[src/rtl/pad_out_arbiter.sv]
// rtl/pad_out_arbiter.sv - round-robin arbiter framing one requester word at a time onto 8 output pads
module pad_out_arbiter #(
    parameter int NUM_REQ         = 4,
    parameter int NUM_OUTPUT_PADS = 8,
    parameter int HOLD_CYCLES     = 2
) (
    input  logic                       clk,
    input  logic                       rst_n,
    input  logic [NUM_REQ-1:0]         req_valid,
    input  logic [NUM_REQ*8-1:0]       req_data,
    output logic [NUM_REQ-1:0]         req_ready,
    output logic [NUM_OUTPUT_PADS-1:0] output_out,
    output logic                       busy,
    output logic [3:0]                 grant_id
);

    generate
        if (NUM_REQ < 2 || NUM_REQ > 16) begin : g_bad_num_req
            $error("pad_out_arbiter: NUM_REQ must be 2..16");
        end
        if (NUM_OUTPUT_PADS != 8) begin : g_bad_pads
            $error("pad_out_arbiter: NUM_OUTPUT_PADS must be 8");
        end
        if (HOLD_CYCLES < 1 || HOLD_CYCLES > 255) begin : g_bad_hold
            $error("pad_out_arbiter: HOLD_CYCLES must be 1..255");
        end
    endgenerate

    typedef enum logic [1:0] {
        S_IDLE,
        S_HEADER,
        S_DATA,
        S_GAP
    } state_t;

    state_t     state, state_nxt;
    logic [3:0] rr_ptr, rr_ptr_nxt;
    logic [3:0] grant_q, grant_nxt;
    logic [7:0] word_q, word_nxt;
    logic [7:0] cnt_q, cnt_nxt;
    logic [7:0] out_q, out_nxt;
    logic       busy_q, busy_nxt;

    logic       found_hi, found_any;
    logic [3:0] hi_idx, lo_idx, win_idx;
    logic [7:0] win_word;
    logic       accept;

    // Two-pass search: first valid at or above rr_ptr, otherwise lowest valid (wrap).
    always_comb begin
        found_hi  = 1'b0;
        found_any = 1'b0;
        hi_idx    = 4'd0;
        lo_idx    = 4'd0;
        for (int i = 0; i < NUM_REQ; i++) begin
            if (!found_hi && req_valid[i] && (4'(i) >= rr_ptr)) begin
                found_hi = 1'b1;
                hi_idx   = 4'(i);
            end
            if (!found_any && req_valid[i]) begin
                found_any = 1'b1;
                lo_idx    = 4'(i);
            end
        end
        win_idx = found_hi ? hi_idx : lo_idx;
    end

    assign accept = (state == S_IDLE) && found_any;

    always_comb begin
        req_ready = '0;
        win_word  = 8'h00;
        for (int i = 0; i < NUM_REQ; i++) begin
            req_ready[i] = accept && rst_n && (win_idx == 4'(i));
            if (win_idx == 4'(i)) begin
                win_word = req_data[8*i +: 8];
            end
        end
    end

    always_comb begin
        state_nxt  = state;
        rr_ptr_nxt = rr_ptr;
        grant_nxt  = grant_q;
        word_nxt   = word_q;
        cnt_nxt    = cnt_q;
        out_nxt    = out_q;
        busy_nxt   = busy_q;
        case (state)
            S_IDLE: begin
                if (accept) begin
                    state_nxt  = S_HEADER;
                    grant_nxt  = win_idx;
                    word_nxt   = win_word;
                    rr_ptr_nxt = (win_idx == 4'(NUM_REQ - 1)) ? 4'd0 : win_idx + 4'd1;
                    out_nxt    = 8'hA0 | {4'h0, win_idx};
                    busy_nxt   = 1'b1;
                end
            end
            S_HEADER: begin
                state_nxt = S_DATA;
                out_nxt   = word_q;
                cnt_nxt   = 8'(HOLD_CYCLES);
            end
            S_DATA: begin
                if (cnt_q == 8'd1) begin
                    state_nxt = S_GAP;
                    out_nxt   = 8'h00;
                    cnt_nxt   = 8'd0;
                end else begin
                    cnt_nxt = cnt_q - 8'd1;
                end
            end
            S_GAP: begin
                state_nxt = S_IDLE;
                out_nxt   = 8'h00;
                busy_nxt  = 1'b0;
                grant_nxt = 4'd0;
            end
            default: begin
                state_nxt = S_IDLE;
                out_nxt   = 8'h00;
                busy_nxt  = 1'b0;
                grant_nxt = 4'd0;
            end
        endcase
    end

    always_ff @(posedge clk or negedge rst_n) begin
        if (!rst_n) begin
            state   <= S_IDLE;
            rr_ptr  <= 4'd0;
            grant_q <= 4'd0;
            word_q  <= 8'h00;
            cnt_q   <= 8'd0;
            out_q   <= 8'h00;
            busy_q  <= 1'b0;
        end else begin
            state   <= state_nxt;
            rr_ptr  <= rr_ptr_nxt;
            grant_q <= grant_nxt;
            word_q  <= word_nxt;
            cnt_q   <= cnt_nxt;
            out_q   <= out_nxt;
            busy_q  <= busy_nxt;
        end
    end

    assign output_out = out_q;
    assign busy       = busy_q;
    assign grant_id   = grant_q;

endmodule

[config.mk]
export PLATFORM = sky130hd
export DESIGN_NAME = pad_out_arbiter
export DESIGN_NICKNAME = d
export VERILOG_FILES = /design/src/rtl/pad_out_arbiter.sv
export SDC_FILE = /design/constraint.sdc
export NUM_CORES = 1
export LEC_CHECK = 0
export CORE_UTILIZATION = 30
export DETAILED_ROUTE_END_ITERATION = 10
export SLEW_MARGIN = 40
export SYNTH_ARGS = -nofsm -noshare
export SYNTH_HDL_FRONTEND = slang
export SYNTH_SLANG_ARGS = --single-unit
[constraint.sdc]
create_clock -name clk -period 3.2 [get_ports clk]
set_input_delay 0.32 -clock clk [delete_from_list [all_inputs] [get_ports clk]]
set_output_delay 0.32 -clock clk [all_outputs]
set_load 0.01 [all_outputs]
==> qor.yml, run 1 <==
layout:
  diodes: 0
  layout.cells.most_common: "clkdlybuf4s50_1"
  most-common-layout-cells: "clkdlybuf4s50_1 (52), dfrtp_1 (31), a21oi_1 (29)"
  drive_gt1_share_pct: 6.67
  final_cell_area_um2: 2560
  fin_nets: 317
  area_growth_pct: 37.2
grt:
  grt_pass1_vias: 1619
  grt-ovfl-total: 0
  grt.total_usage_pct: 14.2
  grt_pass1_wl_um: 7170
  antenna_found_initial: 0
  grt_max_degree: 31
timing:
  timing.slew.headroom_pct: 54.9
  fmax_mhz: 351
  rsz0062_at_grt: "false"
  finalMaxSlewViolations: 0
  tns_ns: 0
  fin_worst_skew_ns: 0.00605
  setup_violations: 0
  hold_viol: 0
  period_share_pct: 89.1
  fin_crit_ns: 2.85
  setup_ws_ns: 0.347
  worstMarginPinSlew_ns: 0.675
die:
  rows: 28
  die_h_um: 80.9
  die_area_um2: 6540
  fp.dieW_um: 80.9
  start_util_pct: 31.3
  ios: 55
  coreArea_um2: 5960
synth:
  async_flop_share_pct: 100
  ys.flop_type: "dfrtp_1"
  ys_seq_elements: 31
  avgSynthCellArea_um2: 8.56
  synthCells: 218
  ys_seq_area_share_pct: 41.6
  synth_edf_count: 0
  synth.cell_area_um2: 1870
  yosysWarnings: 0
  ys_types: 35
clock_tree:
  clock-sinks: 31
  clk_pin_slew_ns: 0.06
  numCtsBuffers: 5
  cts_root_buf: "clkbuf_8"
  ctsHoldBuffers: 0
  post_cts_buffers: 0
  clk_path_buf_depth: 2
  cts.htree.levels: 2
  clk_latency_ns: 0.28
  cts_resized: 0
  tritoncts: "yes"
power:
  power.switching_uw: 192
  swShare_pct: 22.8
  leakage_uw: 0.00115
  p_int_uw: 651
  powerDensity_nw_per_um2: 329
  pwr-share-comb_pct: 13.3
  p_seq_share_pct: 46.6
  max-vdd-ir-drop_mv: 0.157
  p_clk_share_pct: 40.1
route:
  wl_met3_um: 286
  wl_um: 4020
  vias: 1595
  drcViolationCount: 0
  top_layer: "met4"
  wl_met1_um: 1930
  ant_nets: 0
  viasPerCell: 4.62
  met2WireLength_um: 1760
  drt_iter0_drc: 62
  wl_per_cell_um: 11.6
  dr.pass1.iters: 4
place:
  hpwl_um: 3050
  place_area_um2: 2460
  gp_congestion: 0.733
  pre_cts_slack_ns: 0.357
  portBuffers: 52
setup_path:
  reg2reg_from: "cnt_q[5]"
  crit_start: "state[1]"
  reg2reg_slack_ns: 1.06
  cp-start-kind: "register"
  slowest_delay_ns: 0.61
  crit_type: "register to primary output"
  crit_slowest_cell: "nor2b_1"
  worst_r2r_endpoint: "output_out[7]"
  cp-end-kind: "primary output"
  path_max_fanout: 9
  crit_end: "req_ready[1]"
  crit_chain: "inv_1, ha_1, nor2b_1, and3_1, clkdlybuf4s50_1"
  arrival_ns: 2.53
  cp.required_ns: 2.88
  r2r_cells: 4
outcome:
  status: "finished clean"
min_path:
  hp-class: "primary input to asynchronous set/reset pin"
flow_run:
  max_cap_viol_count: 0
-- power by group through the flow --
| stage | Clock, uW | Combinational (uW) | Sequential [uW] |
|---|---|---|---|
| after floorplan | 0 | 44.0 | 401 |
| after global placement | 0 | 112 | 400 |
| after detailed placement | 0 | 112 | 400 |
| after CTS | 353 | 113 | 393 |
| after global routing | 371 | 128 | 393 |
| final | 338 | 112 | 393 |
-- Yosys cell counts (all sizes together) (2+ instances only) --
| library cell | instances | area, um^2 |
|---|---|---|
| ha | 10 | 125 |
| clkbuf | 11 | 41.3 |
| nor3 | 3 | 15.0 |
| nor2b | 2 | 12.5 |
| and2 | 3 | 18.8 |
| dfrtp | 31 | 776 |
| nand2 | 19 | 71.3 |
| mux2i | 8 | 80.1 |
| a22oi | 8 | 60.1 |
| buf | 4 | 31.3 |
| o21ai | 16 | 80.1 |
| nand2b | 3 | 18.8 |
| inv | 21 | 78.8 |
| a31oi | 3 | 18.8 |
| nor4 | 2 | 12.5 |
| nor2 | 23 | 86.3 |
| and3 | 4 | 25.0 |
| xnor2 | 5 | 43.8 |
| a21oi | 29 | 145 |
-- registers in the layout, summed over array words and instances, names as in the netlist --
register,cells
busy,1
cnt_q,8
grant_id,2
output_out,8
rr_ptr,2
state,2
word_q,8
-- area by class of cell --
type,count,area [um^2]
Fill cell,617,3390
Tap cell,75,93.8
Clock buffer,7,96.3
Timing Repair Buffer,58,566
Sequential cell,31,776
Multi-Input combinational cell,152,943
Inverter,21,78.8
Clock inverter,1,7.51
-- cells by family (layout without fill, tap and decap cells) --
family / Yosys count / count (layout) / synth area share [%]
other: 1 / 2 / 0.201
multiplexers: 9 / 9 / 4.89
adder cells (fa/ha/maj): 10 / 10 / 6.70
AND/OR/NAND/NOR: 63 / 63 / 15.8
buffers and inverters: 36 / 87 / 8.11
flip-flops: 31 / 31 / 41.6
XOR/XNOR: 6 / 6 / 2.81
AO/OA/AOI/OAI: 62 / 62 / 20.0
-- layer usage --
layer	vias up	global-route usage, %
li1	836	-
met5	-	0
met2	55	23.0
met4	0	4.82
met1	699	17.5
met3	5	4.72
-- stage by stage --
stage | total power [uW] | utilization [%] | cells | hold slack (ns)
after floorplan | 445 | - | 219 | 0.0244
after global placement | 512 | 41.3 | 337 | 0.492
after detailed placement | 513 | 41.3 | 337 | 0.511
after CTS | 859 | 43.0 | 345 | 0.276
after global routing | 892 | 43.0 | 345 | 0.269
final | 843 | 43.0 | 345 | 0.284
-- how the worst min path moves through the flow --
stage / slack, ns / startpoint / end / depth (start not counted)
floorplan: 0.02 / rst_n / busy / 0
global placement: 0.49 / busy / busy / 2
detailed placement: 0.51 / output_out[3] / output_out[3] / 2
CTS: 0.28 / rst_n / rr_ptr[1] / 1
global route: 0.27 / rst_n / rr_ptr[1] / 1
finish: 0.28 / rst_n / rr_ptr[1] / 1
-- critical path: cells and delay by family, from the launching register on --
family        cells  cell delay (ns)
buf+inv           2             0.65
simple gates      2             0.86
flops             1             0.40
fa+ha+maj         1             0.35
No activity file was read; power rests on OpenSTA's default activity.
==> run 2, diff against run 1 <==
CELL_PAD_IN_SITES_DETAIL_PLACEMENT = 0   (was not set)
CELL_PAD_IN_SITES_GLOBAL_PLACEMENT = 1   (was not set)
PLACE_DENSITY_LB_ADDON = 0.1   (was not set)
SKIP_CTS_REPAIR_TIMING = 1   (was not set)
==> qor.yml, run 2 (same netlist as run 1, synthesis figures left out) <==
outcome:
  status: "finished clean"
layout:
  num-fill-cells: 627  # +1.6%
  area_growth_pct: 36.3
  most-common-layout-cells: "clkdlybuf4s50_1 (52), dfrtp_1 (31), a21oi_1 (29)"
  layout.cells.most_common: "clkdlybuf4s50_1"
  fin_nets: 317  # unchanged
  fin_util_pct: 42.7  # -0.27 points
  diodes: 0  # unchanged
  final_cell_area_um2: 2540  # -0.64%
  seqCellArea_um2: 776  # unchanged
  drive_gt1_share_pct: 6.32  # -0.35 points
  multi_input_area_um2: 943  # unchanged
setup_path:
  crit_chain: "clkdlybuf4s50_1, and3b_1, o21ai_0, o211ai_1, ha_1, and3_1, clkdlybuf4s50_1"
  cp-start-kind: "primary input"
  arrival_ns: 2.49  # -0.04 ns
  crit_slowest_cell: "clkdlybuf4s50_1"
  cp-end-kind: "primary output"
  slowest_delay_ns: 0.56  # -0.05 ns
  path_delay_family: "buffers and inverters"
  crit_top_cell: "clkdlybuf4s50_1"
  crit_type: "primary input to primary output"
  path_max_fanout: 9  # unchanged
  cp.required_ns: 2.88  # about the same
  cp_num_buf_inv: 2  # unchanged
grt:
  grt_max_degree: 32  # +3.2%
  grt-ovfl-total: 0  # unchanged
  grt_pass1_wl_um: 7400  # +3.3%
  grt.total_usage_pct: 14.7  # +0.49 points
  grt_pass1_vias: 1569  # -3.1%
  antenna_found_initial: 0  # unchanged
timing:
  hold_viol: 0  # unchanged
  tns_ns: 0  # unchanged
  fin_crit_ns: 2.81  # -0.0417 ns
  timing.slew.headroom_pct: 65.0  # +10 points
  finalMaxSlewViolations: 0  # unchanged
  setup_violations: 0  # unchanged
  period_share_pct: 87.8  # -1.3 points
  timing.hold.ws_ns: 0.511  # +0.226 ns
  worstMarginPinSlew_ns: 0.525  # -0.150 ns
  fin_worst_skew_ns: 0.00442  # -0.00163 ns
  rsz0062_at_grt: "false"
  fmax_mhz: 356  # +1.5%
clock_tree:
  clk_path_buf_depth: 2  # unchanged
  clock-sinks: 31  # unchanged
  clk_latency_ns: 0.27  # about the same
  tritoncts: "yes"
  clk_pin_slew_ns: 0.06  # about the same
  cts_root_buf: "clkbuf_8"
  cts.htree.levels: 2  # unchanged
  numCtsBuffers: 5  # unchanged
power:
  power_uw: 813  # -3.6%
  powerDensity_nw_per_um2: 320  # -2.9%
  max-vdd-ir-drop_mv: 0.187  # +19%
  leakage_uw: 0.00115  # -0.30%
route:
  drcViolationCount: 0  # unchanged
  wl_per_cell_um: 12.5  # +7.1%
  viasPerCell: 4.65  # +0.48%
  drt_iter0_drc: 40  # -35%
  ant_nets: 0  # unchanged
  vias: 1598  # +0.19%
  dr.pass1.iters: 4  # unchanged
  wl_um: 4290  # +6.8%
die:
  start_util_pct: 31.3  # unchanged
  fp.dieW_um: 80.9  # unchanged
  ios: 55  # unchanged
  rows: 28  # unchanged
  die_h_um: 80.9  # unchanged
  coreArea_um2: 5960  # unchanged
  die_area_um2: 6540  # unchanged
place:
  gp_congestion: 0.722  # -1.5%
  portBuffers: 52  # unchanged
  hpwl_um: 3290  # +7.7%
  place_area_um2: 2460  # unchanged
flow_run:
  max_cap_viol_count: 0  # unchanged
min_path:
  hp-class: "register to register"
==> run 2: cell types whose count changed in the layout (fill, tap and decap cells not counted) <==
cell        before  now
clkbuf_8         7    6
clkinv_2         0    1
clkinvlp_4       1    0
==> run 2: report_power, final <==
| part | switching [uW] | internal, uW |
|---|---|---|
| sequential | 0.359 | 393 |
| combinational | 51.8 | 63.2 |
| clock | 137 | 168 |
==> run 2: worst paths after layout <==
kind                         startpoint       endpoint  slack (ns)  cells after the start
min                         grant_id[1]    grant_id[1]        0.51                      2
max reg2reg                    cnt_q[5]  output_out[2]        1.02                      4
min reg2reg                 grant_id[1]    grant_id[1]        0.51                      2
max in group asynchronous         rst_n      word_q[1]        2.29                      2
max                        req_valid[3]   req_ready[0]        0.39                      7
min in group asynchronous         rst_n    grant_id[0]        0.61                      2
==> run 2: routing by layer <==
| metal | part of all wire, % | track usage [%] | wire [um] |
|---|---|---|---|
| met5 | 0 | 0 | 0 |
| met3 | 5.6 | 4.04 | 239 |
| met4 | 1.1 | 3.75 | 46 |
| met1 | 50 | 19.9 | 2150 |
| met2 | 43 | 22.9 | 1850 |
==> run 2: final cells by class <==
cell class / count / share of cell area (%)
clock inverter: 1 / 0.197
timing repair buffer: 58 / 22.2
sequential: 31 / 30.5
multi-input combinational: 152 / 37.1
inverter: 21 / 3.10
tap: 75 / 3.69
clock buffer: 6 / 3.24
==> run 2: metrics by stage <==
step                      instances  setup WS (ns)
final                           344          0.389
after global routing            344          0.227
after CTS                       344          0.353
after detailed placement        337          0.368
after global placement          337          0.379
after floorplan                 219          0.836
==> run 2: worst reg2reg max path: cells and delay by family, from the launching register on <==
kind	cells	cell delay (ns)
muxes	1	0.25
DFF	1	0.40
and+or+nand+nor	2	1.10
AOI/OAI and AO/OA	1	0.36
==> run 3, diff against run 2 <==
PLACE_DENSITY = 0.81   (was not set)
PLACE_DENSITY_LB_ADDON = not set   (was 0.1)
==> qor.yml, run 3 (same netlist as run 1, synthesis figures left out) <==
grt:
  antenna_found_initial: 0  # unchanged
  grt_max_degree: 30  # -6.3%
  grt_pass1_wl_um: 7090  # -4.3%
  grt-ovfl-total: 0  # unchanged
  grt.total_usage_pct: 14.0  # -0.67 points
  grt_pass1_vias: 1599  # +1.9%
setup_path:
  crit_chain: "clkdlybuf4s50_1, and3b_1, o21ai_0, o211ai_1, ha_1, and3_1, clkdlybuf4s50_1"
  cp-end-kind: "primary output"
  crit_top_cell: "clkdlybuf4s50_1"
  cp.required_ns: 2.88  # about the same
  r2r_cells: 10  # +6
  slowest_delay_ns: 0.58  # +0.02 ns
  arrival_ns: 2.56  # +0.07 ns
  crit_slowest_cell: "clkdlybuf4s50_1"
  path_max_fanout: 9  # unchanged
  cp_num_buf_inv: 2  # unchanged
  crit_type: "primary input to primary output"
  path_delay_family: "buffers and inverters"
  crit_cells: 7  # unchanged
  cp-start-kind: "primary input"
clock_tree:
  clk_path_buf_depth: 2  # unchanged
  cts.htree.levels: 2  # unchanged
  clk_latency_ns: 0.28  # about the same
  numCtsBuffers: 5  # unchanged
  tritoncts: "yes"
  cts_root_buf: "clkbuf_8"
  clk_pin_slew_ns: 0.06  # about the same
  clock-sinks: 31  # unchanged
route:
  vias: 1599  # +0.063%
  wl_um: 4030  # -6.0%
  wl_per_cell_um: 11.7  # -6.3%
  dr.pass1.iters: 4  # unchanged
  viasPerCell: 4.63  # -0.23%
  ant_nets: 0  # unchanged
  drcViolationCount: 0  # unchanged
  drt_iter0_drc: 40  # unchanged
power:
  p_int_uw: 607  # -2.7%
  power.switching_uw: 189  # +0.20%
  swShare_pct: 23.7  # +0.53 points
  leakage_uw: 0.00114  # -0.51%
  p_clk_share_pct: 36.6  # -0.9 points
  powerDensity_nw_per_um2: 313  # -1.9%
  p_seq_share_pct: 49.4  # +1.1 points
  pwr-share-comb_pct: 14.0  # about the same
  max-vdd-ir-drop_mv: 0.138  # -26%
  power_uw: 797  # -2.0%
place:
  post-place-cells: 337  # unchanged
  place_area_um2: 2460  # unchanged
  portBuffers: 52  # unchanged
  gp_congestion: 0.731  # +1.3%
  hpwl_um: 3050  # -7.3%
die:
  fp.dieW_um: 80.9  # unchanged
  start_util_pct: 31.3  # unchanged
  die_area_um2: 6540  # unchanged
  die_h_um: 80.9  # unchanged
  coreArea_um2: 5960  # unchanged
  ios: 55  # unchanged
  rows: 28  # unchanged
layout:
  most-common-layout-cells: "clkdlybuf4s50_1 (52), dfrtp_1 (31), a21oi_1 (29)"
  layout.cells.most_common: "clkdlybuf4s50_1"
  num-fill-cells: 616  # -1.8%
  fin_util_pct: 42.7  # about the same
  diodes: 0  # unchanged
  fin_nets: 317  # unchanged
  instances_no_fill: 345  # +0.29%
  final_cell_area_um2: 2540  # about the same
  drive_gt1_share_pct: 6.30  # -0.023 points
  area_growth_pct: 36.2  # about the same
timing:
  setup_violations: 0  # unchanged
  fin_crit_ns: 2.88  # +0.0716 ns
  fmax_mhz: 347  # -2.5%
  finalMaxSlewViolations: 0  # unchanged
  fin_worst_skew_ns: 0.00772  # +0.00329 ns
  rsz0062_at_grt: "false"
  period_share_pct: 90.1  # +2.2 points
  tns_ns: 0  # unchanged
  hold_viol: 0  # unchanged
min_path:
  hp-class: "primary input to asynchronous set/reset pin"
outcome:
  status: "finished clean"
flow_run:
  max_cap_viol_count: 0  # unchanged
-- run 3: worst reg2reg max path: cells and delay by family (launching register included) --
family                     cells  cell delay, ns
buffers and inverters          3            0.45
AOI/OAI and AO/OA              5            0.81
DFF                            1            0.45
muxes                          1            0.15
adders and majority gates      1            0.20
-- run 3: routing by layer --
metal	GRT usage, %	up-vias	share of wire [%]
met4	5.36	0	1.2
met1	17.7	712	50
met2	22.8	46	44
met3	3.71	4	5.0
met5	0	-	0
li1	-	837	-
-- run 3: final timing paths --
kind                       slack [ns]           end    startpoint
min in group clk                 0.51   grant_id[0]   grant_id[0]
max                              0.32  req_ready[0]  req_valid[3]
max in group asynchronous        2.25      cnt_q[7]         rst_n
min                              0.29     rr_ptr[0]         rst_n
min reg2reg                      0.51   grant_id[0]   grant_id[0]
max reg2reg                      1.02     word_q[1]     rr_ptr[1]
-- run 3: power groups by stage --
stage	sequential (uW)	clock [uW]	combinational, uW
global route	393	324	126
finish	393	291	112
CTS	393	306	113
detailed placement	401	0	112
global placement	401	0	112
floorplan	401	0	44.0
-- run 3: area by class of cell --
cell class	instances	area [um^2]	share of cell area, %
multi-input combinational	152	943	37.1
inverter	21	78.8	3.10
timing repair buffer	58	566	22.2
sequential	31	776	30.5
tap	75	93.8	3.69
clock inverter	2	12.5	0.492
clock buffer	6	72.6	2.85
-- run 3: metrics by stage --
stage | setup WS [ns] | hold WS (ns)
2_1_floorplan | 0.836 | 0.0244
3_3_place_gp | 0.421 | 0.501
3_5_place_dp | 0.344 | 0.510
4_1_cts | 0.330 | 0.282
5_1_grt | 0.181 | 0.286
6_report | 0.317 | 0.291
